<file path="src/rtl/nn_backprop_updater.sv">
// nn_backprop_updater: backward-pass weight updater for a 4-3-1 ReLU network.
// Ports: clk/rst_n, start/busy/done control, in1..in4 (2-bit int inputs),
//   h1..h3/out_o1/target (signed fixed point), w_flat (15 current weights),
//   wr_valid/wr_ready/wr_idx/wr_data (weight write port, valid/ready).
// Latency: start at cycle 0 -> writes from cycle 5, done at cycle 20 with
//   wr_ready held high; every cycle of wr_ready low adds one cycle.
module nn_backprop_updater #(
  parameter int W        = 16,
  parameter int FRAC     = 8,
  parameter int LR_SHIFT = 2
) (
  input  logic             clk,
  input  logic             rst_n,
  input  logic             start,
  output logic             busy,
  output logic             done,
  input  logic [1:0]       in1,
  input  logic [1:0]       in2,
  input  logic [1:0]       in3,
  input  logic [1:0]       in4,
  input  logic [W-1:0]     h1,
  input  logic [W-1:0]     h2,
  input  logic [W-1:0]     h3,
  input  logic [W-1:0]     out_o1,
  input  logic [W-1:0]     target,
  input  logic [15*W-1:0]  w_flat,
  output logic             wr_valid,
  input  logic             wr_ready,
  output logic [3:0]       wr_idx,
  output logic [W-1:0]     wr_data
);

  // PW: full-precision product / hidden delta width. SW: update-sum width,
  // wide enough for delta * 3 plus the old weight without overflow.
  localparam int PW = 2*W + 1;
  localparam int SW = 2*W + 4;
  localparam logic signed [SW-1:0] SAT_MAX = {{(SW-W+1){1'b0}}, {(W-1){1'b1}}};
  localparam logic signed [SW-1:0] SAT_MIN = ~SAT_MAX;

  typedef enum logic [2:0] {
    S_IDLE, S_CAPTURE, S_HDELTA, S_EMIT_OUT, S_EMIT_IN, S_DONE
  } state_t;

  state_t                state;
  logic [1:0]            in_q [4];
  logic signed [W-1:0]   h_q  [3];
  logic signed [W-1:0]   w_q  [15];
  logic signed [W-1:0]   out_q;
  logic signed [W-1:0]   tgt_q;
  logic signed [W:0]     e_o;
  logic signed [PW-1:0]  d_q  [3];
  logic [1:0]            hj;

  // Hidden delta for the neuron selected by hj (ReLU derivative gate).
  logic signed [PW-1:0]  hd_prod;
  logic signed [PW-1:0]  hd_val;

  always_comb begin
    hd_prod = PW'(e_o) * PW'(w_q[4'd12 + {2'b00, hj}]);
    hd_val  = '0;
    if (!h_q[hj][W-1] && (h_q[hj] != '0))
      hd_val = hd_prod >>> FRAC;
  end

  // Next index to present and its updated weight. Computed one step ahead so
  // wr_idx/wr_data come straight from registers.
  logic [3:0]            nxt_idx;
  logic                  nxt_out;
  logic [1:0]            nxt_i;
  logic [1:0]            nxt_j;
  logic signed [PW-1:0]  o_prod;
  logic signed [SW-1:0]  i_prod;
  logic signed [SW-1:0]  upd;
  logic signed [SW-1:0]  sum;
  logic [W-1:0]          nxt_data;

  always_comb begin
    nxt_idx = 4'd12;
    if (state != S_HDELTA)
      nxt_idx = (wr_idx == 4'd14) ? 4'd0 : wr_idx + 4'd1;
    nxt_out = (nxt_idx >= 4'd12);
    nxt_i   = 2'(nxt_idx / 4'd3);
    nxt_j   = nxt_out ? 2'(nxt_idx - 4'd12) : 2'(nxt_idx % 4'd3);
    o_prod  = PW'(e_o) * PW'(h_q[nxt_j]);
    i_prod  = SW'(d_q[nxt_j]) * SW'($signed({1'b0, in_q[nxt_i]}));
    if (nxt_out)
      upd = SW'((o_prod >>> FRAC) >>> LR_SHIFT);
    else
      upd = i_prod >>> LR_SHIFT;
    sum = SW'(w_q[nxt_idx]) + upd;
    if (sum > SAT_MAX)
      nxt_data = SAT_MAX[W-1:0];
    else if (sum < SAT_MIN)
      nxt_data = SAT_MIN[W-1:0];
    else
      nxt_data = sum[W-1:0];
  end

  always_ff @(posedge clk or negedge rst_n) begin
    if (!rst_n) begin
      state    <= S_IDLE;
      busy     <= 1'b0;
      done     <= 1'b0;
      wr_valid <= 1'b0;
      wr_idx   <= '0;
      wr_data  <= '0;
      out_q    <= '0;
      tgt_q    <= '0;
      e_o      <= '0;
      hj       <= '0;
      for (int k = 0; k < 4; k++)  in_q[k] <= '0;
      for (int k = 0; k < 3; k++)  h_q[k]  <= '0;
      for (int k = 0; k < 3; k++)  d_q[k]  <= '0;
      for (int k = 0; k < 15; k++) w_q[k]  <= '0;
    end else begin
      case (state)
        S_IDLE: begin
          done <= 1'b0;
          if (start) begin
            in_q[0] <= in1;
            in_q[1] <= in2;
            in_q[2] <= in3;
            in_q[3] <= in4;
            h_q[0]  <= h1;
            h_q[1]  <= h2;
            h_q[2]  <= h3;
            out_q   <= out_o1;
            tgt_q   <= target;
            for (int k = 0; k < 15; k++) w_q[k] <= w_flat[k*W +: W];
            busy    <= 1'b1;
            state   <= S_CAPTURE;
          end
        end
        S_CAPTURE: begin
          e_o   <= (W+1)'(tgt_q) - (W+1)'(out_q);
          hj    <= '0;
          state <= S_HDELTA;
        end
        S_HDELTA: begin
          d_q[hj] <= hd_val;
          if (hj == 2'd2) begin
            // First write (idx 12) depends only on e_o and h1.
            wr_valid <= 1'b1;
            wr_idx   <= nxt_idx;
            wr_data  <= nxt_data;
            state    <= S_EMIT_OUT;
          end else begin
            hj <= hj + 2'd1;
          end
        end
        S_EMIT_OUT, S_EMIT_IN: begin
          if (wr_ready) begin
            if (wr_idx == 4'd11) begin
              wr_valid <= 1'b0;
              busy     <= 1'b0;
              done     <= 1'b1;
              state    <= S_DONE;
            end else begin
              wr_idx  <= nxt_idx;
              wr_data <= nxt_data;
              if (wr_idx == 4'd14)
                state <= S_EMIT_IN;
            end
          end
        end
        S_DONE: begin
          done  <= 1'b0;
          state <= S_IDLE;
        end
        default: state <= S_IDLE;
      endcase
    end
  end

endmodule

</file>
<file path="config.mk">
export PLATFORM = sky130hd
export DESIGN_NAME = nn_backprop_updater
export DESIGN_NICKNAME = d
export VERILOG_FILES = /design/src/rtl/nn_backprop_updater.sv
export SDC_FILE = /design/constraint.sdc
export NUM_CORES = 2
export LEC_CHECK = 0
export CORE_MARGIN = 3
export CORE_UTILIZATION = 58
export CTS_CLUSTER_DIAMETER = 40
export DETAILED_ROUTE_END_ITERATION = 8
export GPL_TIMING_DRIVEN = 0
export PLACE_DENSITY_LB_ADDON = 0.25
export SLEW_MARGIN = 20
export SYNTH_ARGS = -nofsm -noshare
export SYNTH_HDL_FRONTEND = slang
export SYNTH_SLANG_ARGS = --single-unit
export TNS_END_PERCENT = 30
</file>
<file path="constraint.sdc">
create_clock -name clk -period 39.8 [get_ports clk]
set_clock_uncertainty 0.1 [all_clocks]
set_input_delay 7.96 -clock clk [delete_from_list [all_inputs] [get_ports clk]]
set_output_delay 7.96 -clock clk [all_outputs]
set_load 0.005 [all_outputs]
</file>
==> impl_metrics.json <==
{
  "status": "completed",
  "crit_path_end_kind": "flop",
  "post-cts-setup-buffers": 0,
  "post_drt_wl_per_cell_um": 24.35,
  "drc_errors": 0,
  "dieWidth_um": 284.7,
  "synth_top_area_cell": "dfrtp_1",
  "avgSynthCellArea_um2": 9.974,
  "slew_violations": 0,
  "synth_edf_count": 0,
  "dieArea_um2": 81060,
  "port_buffers": 354,
  "cts_resized": 0,
  "ys.warnings.count": 0,
  "r2r_cells": 57,
  "cp.required_ns": 40.15,
  "rrSetupSlack_ns": 20.84,
  "crit_type": "flop to flop",
  "rsz0062_at_grt": "false",
  "vias_per_cell": 5.979,
  "clk_latency_ns": 0.59,
  "fillCellCount": 5910,
  "r2r_end": "wr_data[12]$_DFFE_PN0P_",
  "finalHoldViolations": 0,
  "num_vias": 35926,
  "setup_viol": 0,
  "cap_violations": 0,
  "relSlewSlack_pct": 14.59,
  "postCtsHoldBufs": 0,
  "hold_path_class": "flop to flop",
  "pin_count": 355,
  "h-tree-depth": 2,
  "tightestPinTransition_ns": 1.273,
  "postRouteWirelength_mm": 146.3,
  "yosysSeqAreaShare_pct": 24.88,
  "syn_inst": 4517,
  "start_kind": "flop",
  "setup_tns_ns": 0,
  "critPathSlowestCell": "clkbuf_1",
  "firstDrtPassIters": 6,
  "dp_hpwl_mm": 118.4,
  "syn_nets": 5670,
  "core_um2": 76450,
  "hold_path_depth": 2,
  "grt_max_degree": 95,
  "syn_to_final_growth_pct": 15.01,
  "synthArstFlopShare_pct": 100.0,
  "met1Wirelength_mm": 52.89,
  "path_clk_slew_ns": 0.06,
  "nets": 6085,
  "cp.arrival_ns": 19.31,
  "initial_core_util_pct": 58.93,
  "synth_top_area_share_pct": 24.88,
  "cp_slowest_stage_delay_ns": 0.80,
  "crit_fanout": 10,
  "cts_buffers": 48,
  "fmax_mhz": 52.73,
  "min-delay-start": "d_q[33]$_DFFE_PN0P_",
  "rows": 101,
  "cts_max_path_buffers": 3,
  "place_congestion": 0.9889,
  "clock_sinks": 448,
  "ys.flop_type": "dfrtp_1",
  "top_layer": "met5",
  "synth.distinct_cells": 80,
  "antenna_found_initial": 16,
  "cp_common_cell": "clkbuf_1",
  "critPathLaunch": "wr_idx[0]$_DFFE_PN0P_",
  "reg2reg_from": "wr_idx[0]$_DFFE_PN0P_",
  "syn_area_um2": 45050,
  "gr-usage-all-layers_pct": 36.66,
  "period_minus_slack_ns": 18.96,
  "mostFrequentLayoutCells": "642 x inv_1, 578 x nand2_1, 553 x fa_1",
  "cts_root_buf": "clkbuf_16",
  "drive_above_1_share_pct": 10.20,
  "tritoncts": "yes",
  "synthTopCellsByArea": "dfrtp_1 25%, fa_1 25%, mux2_2 8.0%",
  "wl_met2_mm": 67.28,
  "synth_seq_cells": 448,
  "grt_pass1_wl_mm": 225.0,
  "final_common_cell": "inv_1",
  "die_h_um": 284.7,
  "ant_nets": 0,
  "min_to": "d_q[33]$_DFFE_PN0P_",
  "grt_pass1_vias": 37810,
  "wl_met3_mm": 15.30,
  "overflow": 0,
  "first_iter_violations": 3076,
  "post-route-period-util_pct": 47.65
}
## registers in the layout (all words and copies together) (netlist names)
register / count
wr_valid: 1
out_q: 16
h_q: 48
wr_data: 16
state: 3
wr_idx: 4
busy: 1
tgt_q: 16
w_q: 240
e_o: 17
done: 1
d_q: 75
in_q: 8
hj: 2
## synthesized netlist by cell type, types with 15 or more instances
library cell / count
nor2_1: 108
o21ai_1: 20
nor2b_1: 29
a221oi_1: 21
mux2i_1: 67
nand3_1: 34
mux2_2: 321
a211oi_1: 15
nand2_1: 578
a22oi_1: 18
o21a_1: 15
nor4_1: 15
dfrtp_1: 448
xnor2_1: 64
mux4_2: 46
fa_1: 553
a221o_1: 17
nor3_1: 23
or3_1: 15
a21o_1: 50
ha_1: 268
o21bai_1: 18
nand2b_1: 37
a21oi_1: 141
o21ai_0: 194
and3_1: 23
a22o_1: 19
inv_1: 642
o31ai_1: 22
a31oi_1: 15
and2_1: 284
xor2_1: 38
clkbuf_1: 201
## cell families (layout without fill, tap and decap cells)
kind of cell	count (synthesis)	count (layout)	synth area share, %
XOR/XNOR	102	102	1.983
buffers and inverters	862	1314	7.198
flip-flops	448	448	24.88
AND/OR/NAND/NOR	1204	1204	12.94
AO/OA/AOI/OAI	646	646	9.173
adder cells (fa/ha/maj)	821	821	32.01
other	0	10	0
multiplexers	434	434	11.81
## critical path, delay by kind of cell, from the launching register on
family	cells	cell delay, ns
DFF	1	0.47
adders and majority gates	11	4.63
buffers and inverters	13	3.99
AOI/OAI and AO/OA	18	6.41
xor gates and xnor gates	1	0.18
and+or+nand+nor	12	2.51
muxes	2	0.52
## metal layers
layer  up-vias  track usage [%]
met1     17985            44.96
met5         -                0
met3       445            9.246
met4        10            22.20
met2      1867            58.63
li1      15619                -
## worst max path at each step
stage	end	cells past startpoint	slack, ns
after floorplan	wr_data[10]$_DFFE_PN0P_	57	25.54
after global placement	wr_data[0]$_DFFE_PN0P_	1	11.00
after detailed placement	wr_data[12]$_DFFE_PN0P_	57	21.29
after CTS	wr_data[12]$_DFFE_PN0P_	57	21.20
after global routing	wr_data[7]$_DFFE_PN0P_	55	20.10
final	wr_data[12]$_DFFE_PN0P_	57	20.84
## stage by stage
stage	setup slack [ns]	hold slack [ns]	instances	utilization, %	area (um2)
after floorplan	25.54	0.3483	4517	-	45050
after global placement	11.00	0.3608	5901	65.25	49890
after detailed placement	21.29	0.3696	5910	65.51	50090
after CTS	21.20	0.3823	5997	67.69	51750
after global routing	20.10	0.4025	6005	67.76	51810
final	20.84	0.3816	6009	67.77	51820
## area by class of cell
cell class              count  area (um2)  area share, %
multi-input cells        3207       30650          59.15
flip-flops and latches    448       11210          21.64
repair buffers            365        3735          7.208
inverters                 642        2410          4.651
clock buffers              63        1379          2.661
well taps                1030        1289          2.487
plain buffers             220       837.1          1.615
clock inverters            24       284.0         0.5481
diodes                     10       25.02        0.04829
Power is not shown: default switching activity piles up to over one toggle a cycle in this logic, so the estimate is an artifact.
